`src/rtl/bmf_basis_decoder.sv`:
```
`default_nettype none
// +----------------------------------------------------------------------------+
// | bmf_basis_decoder: rebuilds M-bit words from K-bit latent codes using a    |
// | run-time basis H. Define BMF_GF2_EN for XOR (GF(2)) row combination.       |
// | Revision: 1.0                                                              |
// +----------------------------------------------------------------------------+
module bmf_basis_decoder #(
  parameter int K  = 3,
  parameter int M  = 4,
  parameter int CW = 16,
  localparam int RW = (K > 1) ? $clog2(K) : 1
) (
  input  logic          clk,
  input  logic          rst_n,
  input  logic          cfg_we,
  input  logic [RW-1:0] cfg_row,
  input  logic [M-1:0]  cfg_data,
  input  logic          cfg_commit,
  input  logic          cfg_reopen,
  output logic          cfg_err,
  input  logic          in_valid,
  output logic          in_ready,
  input  logic [K-1:0]  in_code,
  output logic          out_valid,
  input  logic          out_ready,
  output logic [M-1:0]  out_data,
  output logic [CW-1:0] out_count,
  output logic [1:0]    state_o
);

  typedef enum logic [1:0] {
    ST_CFG   = 2'd0,
    ST_RUN   = 2'd1,
    ST_DRAIN = 2'd2
  } state_t;

  // One extra bit so K itself is representable for the row-range test.
  localparam logic [RW:0] K_LIM = (RW + 1)'(K);

  state_t        state_q, state_d;
  logic [M-1:0]  h_q [K];
  logic [M-1:0]  h_d [K];
  logic [M-1:0]  p_q [K];
  logic [M-1:0]  p_d [K];
  logic          s1_valid_q, s1_valid_d;
  logic          s2_valid_q, s2_valid_d;
  logic [M-1:0]  out_data_q, out_data_d;
  logic [CW-1:0] count_q, count_d;
  logic          cfg_err_q, cfg_err_d;

  logic          s2_free;
  logic          accept;
  logic          deliver;
  logic          cfg_wr_ok;
  logic [M-1:0]  combined;

  assign s2_free   = !s2_valid_q || out_ready;
  assign in_ready  = (state_q == ST_RUN) && (!s1_valid_q || s2_free);
  assign accept    = in_valid && in_ready;
  assign deliver   = s2_valid_q && out_ready;
  assign cfg_wr_ok = cfg_we && (state_q == ST_CFG) && ({1'b0, cfg_row} < K_LIM);

  always_comb begin
    combined = '0;
    for (int r = 0; r < K; r++) begin
`ifdef BMF_GF2_EN
      combined = combined ^ p_q[r];
`else
      combined = combined | p_q[r];
`endif
    end
  end

  always_comb begin
    state_d    = state_q;
    h_d        = h_q;
    p_d        = p_q;
    s1_valid_d = accept || (s1_valid_q && !s2_free);
    s2_valid_d = s2_free ? s1_valid_q : s2_valid_q;
    out_data_d = out_data_q;
    count_d    = count_q;
    cfg_err_d  = cfg_err_q;

    if (cfg_we && !cfg_wr_ok) cfg_err_d = 1'b1;
    if (cfg_wr_ok) h_d[cfg_row] = cfg_data;

    if (accept) begin
      for (int r = 0; r < K; r++) p_d[r] = h_q[r] & {M{in_code[r]}};
    end

    // out_data only changes when a new word moves in, so it holds under back-pressure.
    if (s1_valid_q && s2_free) out_data_d = combined;

    if (deliver && (count_q != '1)) count_d = count_q + CW'(1);

    case (state_q)
      ST_CFG: begin
        if (cfg_commit) begin
          state_d = ST_RUN;
          count_d = '0;
        end
      end
      ST_RUN: begin
        if (cfg_reopen) state_d = ST_DRAIN;
      end
      ST_DRAIN: begin
        if (!s1_valid_q && !s2_valid_q) state_d = ST_CFG;
      end
      default: state_d = ST_CFG;
    endcase
  end

  always_ff @(posedge clk or negedge rst_n) begin
    if (!rst_n) begin
      state_q    <= ST_CFG;
      h_q        <= '{default: '0};
      p_q        <= '{default: '0};
      s1_valid_q <= 1'b0;
      s2_valid_q <= 1'b0;
      out_data_q <= '0;
      count_q    <= '0;
      cfg_err_q  <= 1'b0;
    end else begin
      state_q    <= state_d;
      h_q        <= h_d;
      p_q        <= p_d;
      s1_valid_q <= s1_valid_d;
      s2_valid_q <= s2_valid_d;
      out_data_q <= out_data_d;
      count_q    <= count_d;
      cfg_err_q  <= cfg_err_d;
    end
  end

  assign out_valid = s2_valid_q;
  assign out_data  = out_data_q;
  assign out_count = count_q;
  assign cfg_err   = cfg_err_q;
  assign state_o   = state_q;

endmodule
`default_nettype wire

```
`config.mk`:
```
export PLATFORM = sky130hd
export DESIGN_NAME = bmf_basis_decoder
export DESIGN_NICKNAME = d
export VERILOG_FILES = /design/src/rtl/bmf_basis_decoder.sv
export SDC_FILE = /design/constraint.sdc
export NUM_CORES = 1
export LEC_CHECK = 0
export ABC_CLOCK_PERIOD_IN_PS = 2000
export CAP_MARGIN = 30
export CORE_ASPECT_RATIO = 1.1
export CORE_MARGIN = 2
export CORE_UTILIZATION = 40
export CTS_CLUSTER_DIAMETER = 60
export CTS_CLUSTER_SIZE = 25
export DETAILED_ROUTE_END_ITERATION = 6
export SLEW_MARGIN = 20
export SYNTH_ARGS = -nofsm -noshare
export SYNTH_HDL_FRONTEND = slang
export SYNTH_SLANG_ARGS = --single-unit
```
`constraint.sdc`:
```
create_clock -name clk -period 2 [get_ports clk]
set_clock_uncertainty 0.05 [all_clocks]
set_input_delay 0.3 -clock clk [delete_from_list [all_inputs] [get_ports clk]]
set_output_delay 0.3 -clock clk [all_outputs]
set_load 0.01 [all_outputs]
```
==> impl_metrics.yaml <==
drt:
  vias: 1806
  topRoutingLayerUsed: "met4"
  met1_length_um: 1992
  route.met3.wl_um: 167
  route.detailed.drc: 0
  wire_per_inst_um: 13.06
  drtAntennaViolNets: 0
  dr.pass1.iters: 4
  via_per_inst: 5.131
  initialDrtViolationCount: 34
  finalWirelength_um: 4597
  met2_length_um: 2357
synth:
  ys_ff_latch: 49
  netlist_area_mm2: 0.002181
  synth_compound_area_share_pct: 12.45
  muxShareOfSynthArea_pct: 6.655
  synth_top_family_by_area: "simple AND/OR/NAND/NOR gates"
  synth-simple-area-share_pct: 22.49
  postSynthAreaPerCell_um2: 10.14
  synth_cell_types: 37
  synth_adder_area_share_pct: 0.5737
  synth_nets: 232
  ys_seq_area_share_pct: 56.22
  synthCells: 215
  synth_xor_area_share_pct: 0
  ys_warn_count: 0
clock_tree:
  insertion_delay_ns: 0.30
  cts_setup_buffers: 0
  cts_buffers: 5
  numClockSinks: 49
  htree_levels: 2
  cts_buffer_depth: 2
  cts_root_buf: "clkbuf_8"
  cts.clk_slew.worst_paths_ns: 0.09
  postCtsHoldBufs: 0
  cts_tree: "built"
sta:
  setup_violations: 0
  fin_ws_ns: 0.06311
  timing.final.crit_share_pct: 96.84
  tightestPinTransition_ns: 0.6135
  drv_slew: 0
  slew-limit-headroom_pct: 59.10
  period_needed_ns: 1.937
  timing.fmax_mhz: 516.3
  hold_viol_final: 0
  rsz0062_at_grt: "true"
pwr:
  powerDensity_mw_per_mm2: 1022
  ir_worst_vdd_v: 0.0007212
  finalPower_mw: 2.951
  leakagePower_nw: 1.222
setup_path:
  critPathKind: "reg2reg"
  endpoint_kind: "register"
  worstReg2RegStart: "out_count[1]$_DFF_PN0_"
  startpoint_type: "register"
  critPathLaunch: "out_count[1]$_DFF_PN0_"
  critical_path_peak_fanout: 8
  critPathArrivalTime_ns: 2.12
  cp.required_ns: 2.18
finish:
  area_growth_pct: 32.36
  multi_input_area_um2: 919.6
  antennaDiodeCount: 0
  utilization_pct: 54.21
  drive_above_1_share_pct: 16.97
  fillers: 507
  final-seq-area_mm2: 0.001226
  finalNetCount: 293
die:
  fp.dieArea_mm2: 0.006059
  fp.coreArea_mm2: 0.005325
  die_y_um: 81.44
  die_x_um: 74.40
  row_count: 28
  io_pins: 41
  start_util_pct: 40.95
job:
  cap_violations: 0
placed_design:
  hpwl_um: 3378
  place_ws_ns: -0.1522
  place_congestion: 0.8242
  io_buffers: 40
global_route:
  grt_pass1_wl_um: 7797
  track_usage_pct: 16.99
  grt_pass1_vias: 1726
  grt_max_degree: 50
  grt_overflow: 0
  antenna_found_initial: 0
worst_hold_path:
  min_path_type: "in2async"
status:
  status: "finished clean"
cells in the final DEF (no fill, tap or decap), types with 2 or more instances in the layout:
master	instances
nand4_1	5
and2_1	2
nor2_1	5
clkdlybuf4s50_1	38
clkbuf_8	5
o21ai_0	26
or3_1	5
clkinv_2	2
and3_1	3
o31ai_1	5
nand3_1	5
nor3b_1	2
mux2_2	12
or3_2	2
nand2_1	43
dfrtp_1	49
a21oi_1	13
or2_2	2
nand2b_1	4
or4_1	5
buf_4	19
nor3_1	6
sequential cells by signal (all words and copies together), names as in the netlist:
name        cells
cfg_err         1
h_q            12
out_count      16
out_data        4
out_valid       1
p_q            12
s1_valid_q      1
state_o         2
critical path: stages (launching register included):
cell,delay (ns)
dfrtp_1,0.41
ha_1,0.19
nand3_1,0.14
or3_1,0.44
or4_1,0.49
a21oi_1,0.15
metal layers:
metal  global-route usage (%)  up-vias
met5                        0        -
met4                    6.071        0
met3                    4.049        9
met2                    29.38       36
met1                    20.57      864
li1                         -      897
logic make-up (layout without fill, tap and decap cells):
family	Yosys count	count (layout)
mux	13	13
flops	49	49
buf+inv	7	69
simple gates	96	96
fa+ha+maj	1	1
compound gates	49	49
metrics by stage:
stage                     hold WS, ns  cell area, um^2  cells  setup TNS, ns
after detailed placement       0.3955             2801    344         -1.540
after global placement         0.3916             2801    344         -1.180
after global routing          0.09792             2887    352        -0.1830
after CTS                     0.06133             2887    352              0
final                         0.02814             2887    352              0
after floorplan              -0.04559             2181    215              0
final timing paths:
kind,endpoint,slack [ns],cells past startpoint
max in group asynchronous,p_q[6]$_DFFE_PN0P_,1.45,2
worst min register to register,cfg_err$_DFFE_PN0P_,0.42,1
worst max-delay path,out_count[14]$_DFF_PN0_,0.06,5
worst min-delay path,out_count[12]$_DFF_PN0_,0.03,2
worst max register to register,out_count[14]$_DFF_PN0_,0.06,5
min in group clk,cfg_err$_DFFE_PN0P_,0.42,1
cell usage after synthesis (all sizes together):
cell,count,area share [%]
o21ai,26,6.0
nand3b,1,0.34
or2,2,0.57
o31ai,5,1.7
clkbuf,3,0.57
nand4,5,1.4
or3,7,2.1
nor4,1,0.29
and3,3,0.86
o211ai,1,0.34
o311ai,1,0.40
nor2,5,0.86
or3b,1,0.40
nand4b,1,0.40
or2b,1,0.34
nand3,5,1.1
dfrtp,49,56
and4,1,0.40
dlygate4sd1,1,0.40
o41ai,1,0.40
and2,2,0.57
inv,1,0.17
ha,1,0.57
mux2i,1,0.46
a21o,1,0.34
nor3b,2,0.69
a21oi,13,3.0
buf,2,0.46
nand2b,4,1.1
a31oi,1,0.29
nand2,43,7.4
or4,6,2.1
nor3,6,1.4
mux2,12,6.2
where the power goes:
group | switching (mW) | internal (mW) | leakage [nW] | total, mW
Combinational | 0.444 | 0.499 | 0.542 | 0.943
Clock | 0.338 | 0.242 | 0.0439 | 0.580
Sequential | 0.150 | 1.28 | 0.635 | 1.43
what timing repair did:
action                     4_1_cts  5_1_grt
setup endpoints to repair        1        4
hold endpoints to repair         0        0
resized for setup                1        0
final cells by class:
class                   instances  area share (%)
clock buffers                   5           2.384
clock inverters                 3          0.6068
multi-input cells             159           31.86
flip-flops and latches         49           42.48
repair buffers                 60           19.29
well taps                      75           3.251
inverters                       1          0.1300
(Power assumes the default switching activity.)
